## config.mk

```make
export PLATFORM = sky130hd
export DESIGN_NAME = mat_mul_driver_flat
export DESIGN_NICKNAME = d
export VERILOG_FILES = /design/src/rtl/mat_mul_driver_if.sv /design/src/rtl/mat_mul_driver.sv /design/src/flat_wrapper.sv
export SDC_FILE = /design/constraint.sdc
export NUM_CORES = 1
export LEC_CHECK = 0
export ABC_AREA = 1
export CAP_MARGIN = 20
export CORE_AREA = 5 5 352 354
export CTS_CLUSTER_DIAMETER = 200
export DETAILED_ROUTE_END_ITERATION = 10
export DIE_AREA = 0 0 357 359
export GPL_TIMING_DRIVEN = 0
export HOLD_SLACK_MARGIN = 0.15
export PLACE_DENSITY_LB_ADDON = 0.05
export SYNTH_ARGS = -nofsm -noshare
export SYNTH_HDL_FRONTEND = slang
export SYNTH_SLANG_ARGS = --single-unit
```

## constraint.sdc

```tcl
create_clock -name clk -period 1.9 [get_ports clk]
set_input_delay 0.38 -clock clk [delete_from_list [all_inputs] [get_ports clk]]
set_output_delay 0.38 -clock clk [all_outputs]
set_load 0.02 [all_outputs]
```

## src/rtl/mat_mul_driver_if.sv

```systemverilog
// Bundle between the mat_mul_driver sequencer and its neighbours: the
// element stream in, the multiplier request/result ports, and the result
// stream out. The slave modport is the sequencer's view.
//
// Handshake semantics: an element moves on a rising clk edge exactly when
// its valid and ready are both high in the cycle before that edge; valid
// never waits for ready. On the multiplier side, m_dv is the transfer
// itself, a one-cycle pulse that is already qualified by m_ready.
// m_c_dv is a one-cycle strobe that marks m_C as valid.
interface mat_mul_driver_if #(
    parameter int DATAWIDTH = 18
);
    logic [DATAWIDTH-1:0]             s_data;
    logic                             s_valid;
    logic                             s_ready;
    logic [3:0][3:0][DATAWIDTH-1:0]   m_A;
    logic [3:0][3:0][DATAWIDTH-1:0]   m_B;
    logic                             m_dv;
    logic                             m_ready;
    logic [3:0][3:0][DATAWIDTH-1:0]   m_C;
    logic                             m_c_dv;
    logic [DATAWIDTH-1:0]             o_data;
    logic                             o_valid;
    logic                             o_ready;
    logic                             o_last;
    logic                             busy;
    logic [1:0]                       dbg_state;

    modport slave (
        input  s_data, s_valid, m_ready, m_C, m_c_dv, o_ready,
        output s_ready, m_A, m_B, m_dv, o_data, o_valid, o_last, busy, dbg_state
    );

    modport master (
        output s_data, s_valid, m_ready, m_C, m_c_dv, o_ready,
        input  s_ready, m_A, m_B, m_dv, o_data, o_valid, o_last, busy, dbg_state
    );
endinterface

```

## src/rtl/mat_mul_driver.sv

```systemverilog
// Initiator-side sequencer for the 4x4 fixed-point matrix multiplier.
// It loads A then B from a serial row-major stream, issues one multiply,
// captures C, and then streams C out row-major with backpressure.
// Values pass through bit-exact; this block does no arithmetic on data.
module mat_mul_driver #(
    parameter int DATAWIDTH = 18
) (
    input  logic              clk,
    input  logic              rstn,
    mat_mul_driver_if.slave   bus
);

    typedef enum logic [1:0] {
        LOAD  = 2'd0,
        ISSUE = 2'd1,
        WAIT  = 2'd2,
        DRAIN = 2'd3
    } state_t;

    state_t                          r_state;
    state_t                          w_next;
    logic [4:0]                      r_cnt;
    logic [3:0][3:0][DATAWIDTH-1:0]  r_a;
    logic [3:0][3:0][DATAWIDTH-1:0]  r_b;
    logic [3:0][3:0][DATAWIDTH-1:0]  r_c;

    logic w_load_acc;
    logic w_drain_acc;
    logic w_s_ready;
    logic w_o_valid;
    logic w_o_last;
    logic w_busy;
    logic w_m_dv;

    // An accept is only possible in the state that owns that stream.
    assign w_load_acc  = (r_state == LOAD)  && bus.s_valid;
    assign w_drain_acc = (r_state == DRAIN) && bus.o_ready;

    // Next-state and output decode. Flags come from the state register only.
    // m_dv is the single output that also follows m_ready combinationally.
    always_comb begin
        w_next    = r_state;
        w_s_ready = 1'b0;
        w_o_valid = 1'b0;
        w_o_last  = 1'b0;
        w_busy    = 1'b1;
        w_m_dv    = 1'b0;
        case (r_state)
            LOAD: begin
                w_s_ready = 1'b1;
                w_busy    = 1'b0;
                if (w_load_acc && (r_cnt == 5'd31)) w_next = ISSUE;
            end
            ISSUE: begin
                w_m_dv = bus.m_ready;
                if (bus.m_ready) w_next = WAIT;
            end
            WAIT: begin
                if (bus.m_c_dv) w_next = DRAIN;
            end
            DRAIN: begin
                w_o_valid = 1'b1;
                w_o_last  = (r_cnt == 5'd15);
                if (w_drain_acc && (r_cnt == 5'd15)) w_next = LOAD;
            end
            default: w_next = LOAD;
        endcase
    end

    // State register and element counter. The counter clears on every state change.
    always_ff @(posedge clk or negedge rstn) begin
        if (!rstn) begin
            r_state <= LOAD;
            r_cnt   <= 5'd0;
        end else begin
            r_state <= w_next;
            if (w_next != r_state) begin
                r_cnt <= 5'd0;
            end else if (w_load_acc || w_drain_acc) begin
                r_cnt <= r_cnt + 5'd1;
            end
        end
    end

    // A/B storage. cnt[4] selects B and the low bits give the row and column.
    // These registers drive the multiplier directly, so they hold after LOAD.
    always_ff @(posedge clk or negedge rstn) begin
        if (!rstn) begin
            r_a <= '0;
            r_b <= '0;
        end else if (w_load_acc) begin
            if (r_cnt[4]) r_b[r_cnt[3:2]][r_cnt[1:0]] <= bus.s_data;
            else          r_a[r_cnt[3:2]][r_cnt[1:0]] <= bus.s_data;
        end
    end

    // C capture happens only in WAIT, so stray result strobes are ignored.
    always_ff @(posedge clk or negedge rstn) begin
        if (!rstn) begin
            r_c <= '0;
        end else if ((r_state == WAIT) && bus.m_c_dv) begin
            r_c <= bus.m_C;
        end
    end

    assign bus.s_ready   = w_s_ready;
    assign bus.o_valid   = w_o_valid;
    assign bus.o_last    = w_o_last;
    assign bus.busy      = w_busy;
    assign bus.m_dv      = w_m_dv;
    assign bus.m_A       = r_a;
    assign bus.m_B       = r_b;
    assign bus.o_data    = (r_state == DRAIN) ? r_c[r_cnt[3:2]][r_cnt[1:0]] : '0;
    assign bus.dbg_state = r_state;

endmodule
```

## src/flat_wrapper.sv

```systemverilog
// flat-port wrapper written by rule: the top's interface ports become plain ports
module mat_mul_driver_flat 
#(
    parameter int DATAWIDTH = 18
)
  (clk, rstn, bus_s_data, bus_s_valid, bus_m_ready, bus_m_C, bus_m_c_dv, bus_o_ready, bus_s_ready, bus_m_A, bus_m_B, bus_m_dv, bus_o_data, bus_o_valid, bus_o_last, bus_busy, bus_dbg_state);
  mat_mul_driver_if #(.DATAWIDTH(DATAWIDTH)) bus_i ();
  input  logic clk;
  input  logic rstn;
  input wire logic [$bits(bus_i.s_data)-1:0] bus_s_data;
  input wire logic [$bits(bus_i.s_valid)-1:0] bus_s_valid;
  input wire logic [$bits(bus_i.m_ready)-1:0] bus_m_ready;
  input wire logic [$bits(bus_i.m_C)-1:0] bus_m_C;
  input wire logic [$bits(bus_i.m_c_dv)-1:0] bus_m_c_dv;
  input wire logic [$bits(bus_i.o_ready)-1:0] bus_o_ready;
  output wire logic [$bits(bus_i.s_ready)-1:0] bus_s_ready;
  output wire logic [$bits(bus_i.m_A)-1:0] bus_m_A;
  output wire logic [$bits(bus_i.m_B)-1:0] bus_m_B;
  output wire logic [$bits(bus_i.m_dv)-1:0] bus_m_dv;
  output wire logic [$bits(bus_i.o_data)-1:0] bus_o_data;
  output wire logic [$bits(bus_i.o_valid)-1:0] bus_o_valid;
  output wire logic [$bits(bus_i.o_last)-1:0] bus_o_last;
  output wire logic [$bits(bus_i.busy)-1:0] bus_busy;
  output wire logic [$bits(bus_i.dbg_state)-1:0] bus_dbg_state;
  assign bus_i.s_data = bus_s_data;
  assign bus_i.s_valid = bus_s_valid;
  assign bus_i.m_ready = bus_m_ready;
  assign bus_i.m_C = bus_m_C;
  assign bus_i.m_c_dv = bus_m_c_dv;
  assign bus_i.o_ready = bus_o_ready;
  assign bus_s_ready = bus_i.s_ready;
  assign bus_m_A = bus_i.m_A;
  assign bus_m_B = bus_i.m_B;
  assign bus_m_dv = bus_i.m_dv;
  assign bus_o_data = bus_i.o_data;
  assign bus_o_valid = bus_i.o_valid;
  assign bus_o_last = bus_i.o_last;
  assign bus_busy = bus_i.busy;
  assign bus_dbg_state = bus_i.dbg_state;
  mat_mul_driver #(.DATAWIDTH(DATAWIDTH)) u_core (.clk(clk), .rstn(rstn), .bus(bus_i));
endmodule
```

Word-level counts from Yosys, hierarchy flattened
Index checks and enable logic that the tools add are counted.
{ "totals": {"ff_bits": 871, "input_bits": 312, "word_cells": 97} }
{ "classes": {"n_addsub": 1, "magnitude_cmp": 4, "n_eq_ne": 6, "mux": 23, "bitwise": 1, "reduce_logical": 12} }
{ "ops": {"columns": ["op", "n"], "rows": [
  ["288-bit bitwise mux", 2],
  ["72-bit binary-select mux with 2-bit select", 1],
  ["72-bit demux with 2-bit select", 1],
  ["72-bit 2-to-1 mux", 2],
  ["18-bit 2-to-1 mux", 3],
  ["18-bit binary-select mux with 2-bit select", 1],
  ["18-bit demux with 2-bit select", 1],
  ["5-bit 2-to-1 mux", 2],
  ["2-bit 2-to-1 mux", 4],
  ["2-bit case mux with 4 select lines", 1],
  ["1-bit logical AND", 7],
  ["2-bit by 3-bit < comparator with 1-bit output, second input constant", 2],
  ["5-bit by 1-bit adder with 5-bit output, second input constant", 1],
  ["5-bit by 4-bit equality test with 1-bit output, second input constant", 1],
  ["5-bit equality test, second input constant", 1],
  ["1-bit 2-to-1 mux", 5],
  ["2-bit equality test, second input constant", 2],
  ["2-bit by 1-bit greater-or-equal comparator with 1-bit output, second input constant", 2],
  ["2-bit AND reduction", 2],
  ["2-bit by 1-bit equality test with 1-bit output, second input constant", 1],
  ["2-bit logical NOT", 1],
  ["2-bit inequality test", 1],
  ["2-bit nonzero test", 1],
  ["1-bit logical OR", 1],
  ["1-bit inverter", 1]
]} }

Depth between registers and ports, before layout
{ "logic_depth": {"depth_word": 7, "mapped_depth": 14} }

Worst setup path before layout
OpenSTA, ideal clock, no wires.
{ "synth_timing": {"path_kind": "reg2reg", "start": "register u_core.r_cnt[0]", "end": "register u_core.r_cnt[0]", "setup_ns": 0.129, "arrival_ns": 1.949, "required_time_ns": 1.771, "path_slack_ns": -0.179, "stages_incl_launch_ff": 13, "path_buffers": 2, "cell_sequence": "dfrtp_1 > ha_1 > nand2_1 > buf_4 > clkbuf_1 > inv_1 > ha_1 > inv_1 > o21ai_0 > nand3b_1 > nand3_1 > o21ai_1 > nor2_1"} }
{ "synth_via": {"elab_chain_len": 6, "elab_cells_between_ends": 12, "cone_classes": "1 x add/sub; 3 x eq/ne; 5 x mux; 3 x reduce/logical"} }
{ "synth_rtl": {"columns": ["element", "line_no", "text"], "rows": [
  ["start, declared", "mat_mul_driver.sv:22", "logic [4:0] r_cnt;"],
  ["start signal, assigned", "mat_mul_driver.sv:80", "r_cnt <= r_cnt + 5'd1;"],
  ["5-bit by 4-bit equality test with 1-bit output or 5-bit equality test (tied branches)", "mat_mul_driver.sv:64, mat_mul_driver.sv:52", null],
  ["1-bit logical AND (on tied branches)", "mat_mul_driver.sv:64, mat_mul_driver.sv:52", null],
  ["2-bit 2-to-1 mux (on tied branches)", "mat_mul_driver.sv:64, mat_mul_driver.sv:52", null],
  ["2-bit case mux with 4 select lines", "mat_mul_driver.sv:48", "case (r_state)"],
  ["2-bit inequality test", "mat_mul_driver.sv:77", "if (w_next != r_state) begin"],
  ["5-bit 2-to-1 mux or 2-bit nonzero test (tied branches)", null, null]
]} }
Parallel ways exist; a longest one is shown, timed or not. The select of a mux whose other input is x is not followed.
A chain may end at the register's enable or synchronous reset.

Worst setup path in the final report
{ "layout_timing": {"start": "register u_core.r_cnt[2]", "end": "output port bus_o_data[3]"} }
{ "layout_via": {"elab_chain_len": 5} }
{ "layout_rtl": {"columns": ["element", "line_no", "text"], "rows": [
  ["72-bit binary-select mux with 2-bit select", "mat_mul_driver.sv:113", "assign bus.o_data = (r_state == DRAIN) ? r_c[r_cnt[3:2]][r_cnt[1:0]] : '0;"],
  ["72-bit 2-to-1 mux (not written as such)", "mat_mul_driver.sv:113", null],
  ["18-bit binary-select mux with 2-bit select", "mat_mul_driver.sv:113", null],
  ["18-bit 2-to-1 mux (not written as such)", "mat_mul_driver.sv:113", null],
  ["18-bit 2-to-1 mux", "mat_mul_driver.sv:113", null],
  ["end, declared", "flat_wrapper.sv:20", "output wire logic [$bits(bus_i.o_data)-1:0] bus_o_data;"]
]} }
Every way passes these cells. The select of a mux whose other input is x is not followed.

==> results.sh <==
export IMPL_status="finished, violations left"
export IMPL_failed_checks="negative setup slack"
export IMPL_timing_critical_path_slowest_stage_cell="sky130_fd_sc_hd__dfrtp_1"
export IMPL_r2r_start="u_core.r_cnt[2]$_DFFE_PN0P_"
export IMPL_num_rows=128
export IMPL_ys_top_cells_by_count="sky130_fd_sc_hd__nand2_1, sky130_fd_sc_hd__dfrtp_1, sky130_fd_sc_hd__o21ai_0"
export IMPL_vias=32970
export IMPL_worst_slew_pin_slew_ns=1.186
export IMPL_grt_pass1_vias=33040
export IMPL_dieHeight_um=359
export IMPL_cts_tree="done"
export IMPL_final_critical_path_setup_slack_ns=-0.9218
export IMPL_wl_per_cell_um=27.50
export IMPL_regToRegEndpoint="u_core.bus.m_B[207]$_DFFE_PN0P_"
export IMPL_post_route_min_period_ns=2.822
export IMPL_synth_enable_flop_cells=0
export IMPL_async_reset_ff_share_pct=100.0
export IMPL_synthesis_yosys_warnings=0
export IMPL_synth_cell_type_count=31
export IMPL_drt_vias_per_instance=4.825
export IMPL_rrSetupSlack_ns=-0.45
export IMPL_clk_insertion_delay_late_ns=0.69
export IMPL_dominantRegCellSynth="sky130_fd_sc_hd__dfrtp_1"
export IMPL_synth_area_um2=37730
export IMPL_p_leak_nw=27.31
export IMPL_synthDominantAreaCellType="sky130_fd_sc_hd__dfrtp_1"
export IMPL_yosysSeqAreaShare_pct=57.77
export IMPL_critical_path_class="flop to primary output"
export IMPL_netlist_area_leader_share_pct=57.77
export IMPL_global_route_usage_total_pct=28.20
export IMPL_clk_pin_slew_ns=0.06
export IMPL_worstPathArrival_ns=2.44
export IMPL_max_freq_mhz=354.4
export IMPL_nets=5423
export IMPL_firstDrtPassIters=7
export IMPL_global_route_wire_length_before_repair_um=258200
export IMPL_totalPowerFinal_w=0.06538
export IMPL_cts_htree_levels=3
export IMPL_finalWeightedCongestion=0.9329
export IMPL_postSynthRegisterBits=871
export IMPL_clock_sinks=871
export IMPL_dpl_cell_count=6575
export IMPL_post_dp_cell_area_um2=49360
export IMPL_whs_ns=0.2710
export IMPL_worstSetupEndpointType="primary output"
export IMPL_post_synth_inst_count=4018
export IMPL_timing_critical_path_from="u_core.r_cnt[2]$_DFFE_PN0P_"
export IMPL_startpoint_type="flop"
export IMPL_dpl_hpwl_um=142900
export IMPL_max_slew_margin_rel_pct=20.96
export IMPL_r2r_worst_path_cells=14
export IMPL_detail_route_antenna_nets=0
export IMPL_layout_cells_non_filler=6834
export IMPL_grt_max_degree=115
export IMPL_synth_area_top_cells="sky130_fd_sc_hd__dfrtp_1, sky130_fd_sc_hd__nand2_1, sky130_fd_sc_hd__mux2_2"
export IMPL_ctsLongestPathBuffers=3
export IMPL_final_max_slew_viol_count=0
export IMPL_worst_hold_startpoint="bus_m_C[25]"
export IMPL_required_ns=1.52
export IMPL_die_area_um2=128200
export IMPL_final_setup_viol_count=1499
export IMPL_irDropWorstVdd_v=0.0008079
export IMPL_initial_antenna_violation_count=26
export IMPL_rsz_0062_raised_after_global_routing="yes"
export IMPL_timing_critical_path_slowest_cell_delay_ns=0.39
export IMPL_root_buffer="sky130_fd_sc_hd__clkbuf_16"
export IMPL_global_route_overflow_total=0
export IMPL_area_growth_syn_to_layout_pct=44.84
export IMPL_synthesis_nets=4336
export IMPL_initial_core_util_pct=31.24
export IMPL_die_width_um=357
export IMPL_cp_cell_sequence="buf_12 -> inv_16 -> buf_16 -> clkbuf_16 -> nand2_1 -> nand2_1 -> nand2_1 -> nand3_2 -> nand3_4 -> a21oi_4 -> buf_6"
export IMPL_io_buffers=912
export IMPL_synth_most_common_cell="sky130_fd_sc_hd__nand2_1"
export IMPL_post_route_period_util_pct=148.5
export IMPL_filler_instances=12040
export IMPL_post_route_drc_count=0
export IMPL_cts_buffers=104
export IMPL_critPathMaxFanout=10
export IMPL_totalWireLength_um=188000
export IMPL_min_to="u_core.r_c[25]$_DFFE_PN0P_"
export IMPL_maxCapViolCount=0
export IMPL_design_area_um2=54650
export IMPL_core_area_um2=120800
export IMPL_hold_path_cell_count=3
export IMPL_final_layout_size_suffix_gt1_share_pct=17.02
export IMPL_power_per_cell_area_nw_per_um2=1196
export IMPL_hold_viol_final=0
export IMPL_syn_avg_cell_area_um2=9.390
export IMPL_top_level_ports=913
export IMPL_critPathMostFrequentCell="sky130_fd_sc_hd__nand2_1"
export IMPL_drt_iter0_markers=2228
export IMPL_hold_path_class="primary input to flop"
export IMPL_final_setup_skew_ns=0.02427
[state kept, by name, summed over array words and instances, names as in the netlist]
signal                cells
u_core.bus.m_A          288
u_core.bus.m_B          288
u_core.r_c              288
u_core.r_cnt              5
u_core.bus.dbg_state      2
[cell type report]
class / count / area, µm² / area share, %
repair buffers: 981 / 10160 / 18.59
inverters: 35 / 158.9 / 0.2908
diodes: 20 / 50.05 / 0.09159
multi-input cells: 2802 / 14660 / 26.83
plain buffers: 310 / 2293 / 4.197
clock inverters: 34 / 391.6 / 0.7167
well taps: 1625 / 2033 / 3.721
clock buffers: 156 / 3098 / 5.669
flip-flops and latches: 871 / 21800 / 39.89
[worst max-delay path: cells and delay by family, from the launching register on]
family / cells / cell delay [ns]
buffers and inverters: 5 / 0.73
and+or+nand+nor: 5 / 0.46
DFF: 1 / 0.39
AOI/OAI and AO/OA: 1 / 0.16
[kinds of logic (layout without fill, tap and decap cells)]
logic type      after synthesis  count (layout)  share of synthesized area (%)
mux                         273             273                          8.148
xor+xnor                      3               3                        0.06966
other cells                   0              20                              0
buf+inv                     345            1516                          4.812
simple gates               1889            1889                          20.63
compound gates              631             631                          8.374
fa+ha+maj                     6               6                         0.1990
flops                       871             871                          57.77
[cell usage in the layout (no fill, tap or decap), types with 30 or more instances in the layout]
cell / netlist / routed
sky130_fd_sc_hd__buf_8: 0 / 30
sky130_fd_sc_hd__clkbuf_8: 0 / 35
sky130_fd_sc_hd__mux2_2: 273 / 273
sky130_fd_sc_hd__buf_6: 35 / 71
sky130_fd_sc_hd__nand3_2: 1 / 41
sky130_fd_sc_hd__clkbuf_16: 0 / 113
sky130_fd_sc_hd__o21ai_0: 558 / 496
sky130_fd_sc_hd__clkdlybuf4s50_1: 0 / 887
sky130_fd_sc_hd__dfrtp_1: 871 / 867
sky130_fd_sc_hd__buf_2: 53 / 40
sky130_fd_sc_hd__nand2_1: 1715 / 1698
sky130_fd_sc_hd__nand3_1: 108 / 58
sky130_fd_sc_hd__clkbuf_1: 163 / 133
sky130_fd_sc_hd__buf_4: 35 / 68
sky130_fd_sc_hd__o21ai_1: 38 / 90
sky130_fd_sc_hd__clkbuf_2: 13 / 30
[per-stage QoR]
stage	util (%)	worst slack, ns	TNS [ns]
after global routing	45.22	-0.9934	-415.78
after floorplan	-	-0.05735	-0.6399
after detailed placement	40.88	-1.467	-488.41
after global placement	40.53	-42.87	-
final	45.25	-0.9218	-286.73
after CTS	44.55	-0.9951	-444.02
[worst max path at each step]
stage	cells after the start	slack, ns	endpoint
floorplan	10	-0.06	bus_o_data[13]
global placement	1	-42.87	u_core.r_c[190]$_DFFE_PN0P_
detailed placement	11	-1.47	bus_o_data[11]
CTS	11	-1.0	bus_o_data[5]
global route	11	-0.99	bus_o_last
finish	11	-0.92	bus_o_data[3]
[routing by layer]
metal / track usage (%) / wire, µm
met1: 33.26 / 72890
met2: 48.15 / 90950
met3: 8.284 / 15490
met4: 11.32 / 8546
met5: 0 / 79
[what timing repair did]
item | 4_1_cts | 5_1_grt
gates cloned | 0 | 9
pin swaps | 14 | 28
endpoints found under the setup margin | 1424 | 1775
hold buffers | 4 | 1
endpoints found under the hold margin | 342 | 137
buffers inserted | 16 | 19
gates resized for setup | 379 | 200
[power by group]
group          total, W  internal [W]  switching (W)
registers        0.0237        0.0219        0.00183
logic            0.0211       0.00862         0.0125
clock network    0.0205        0.0121        0.00845
Power figures use the tool's default switching activity.
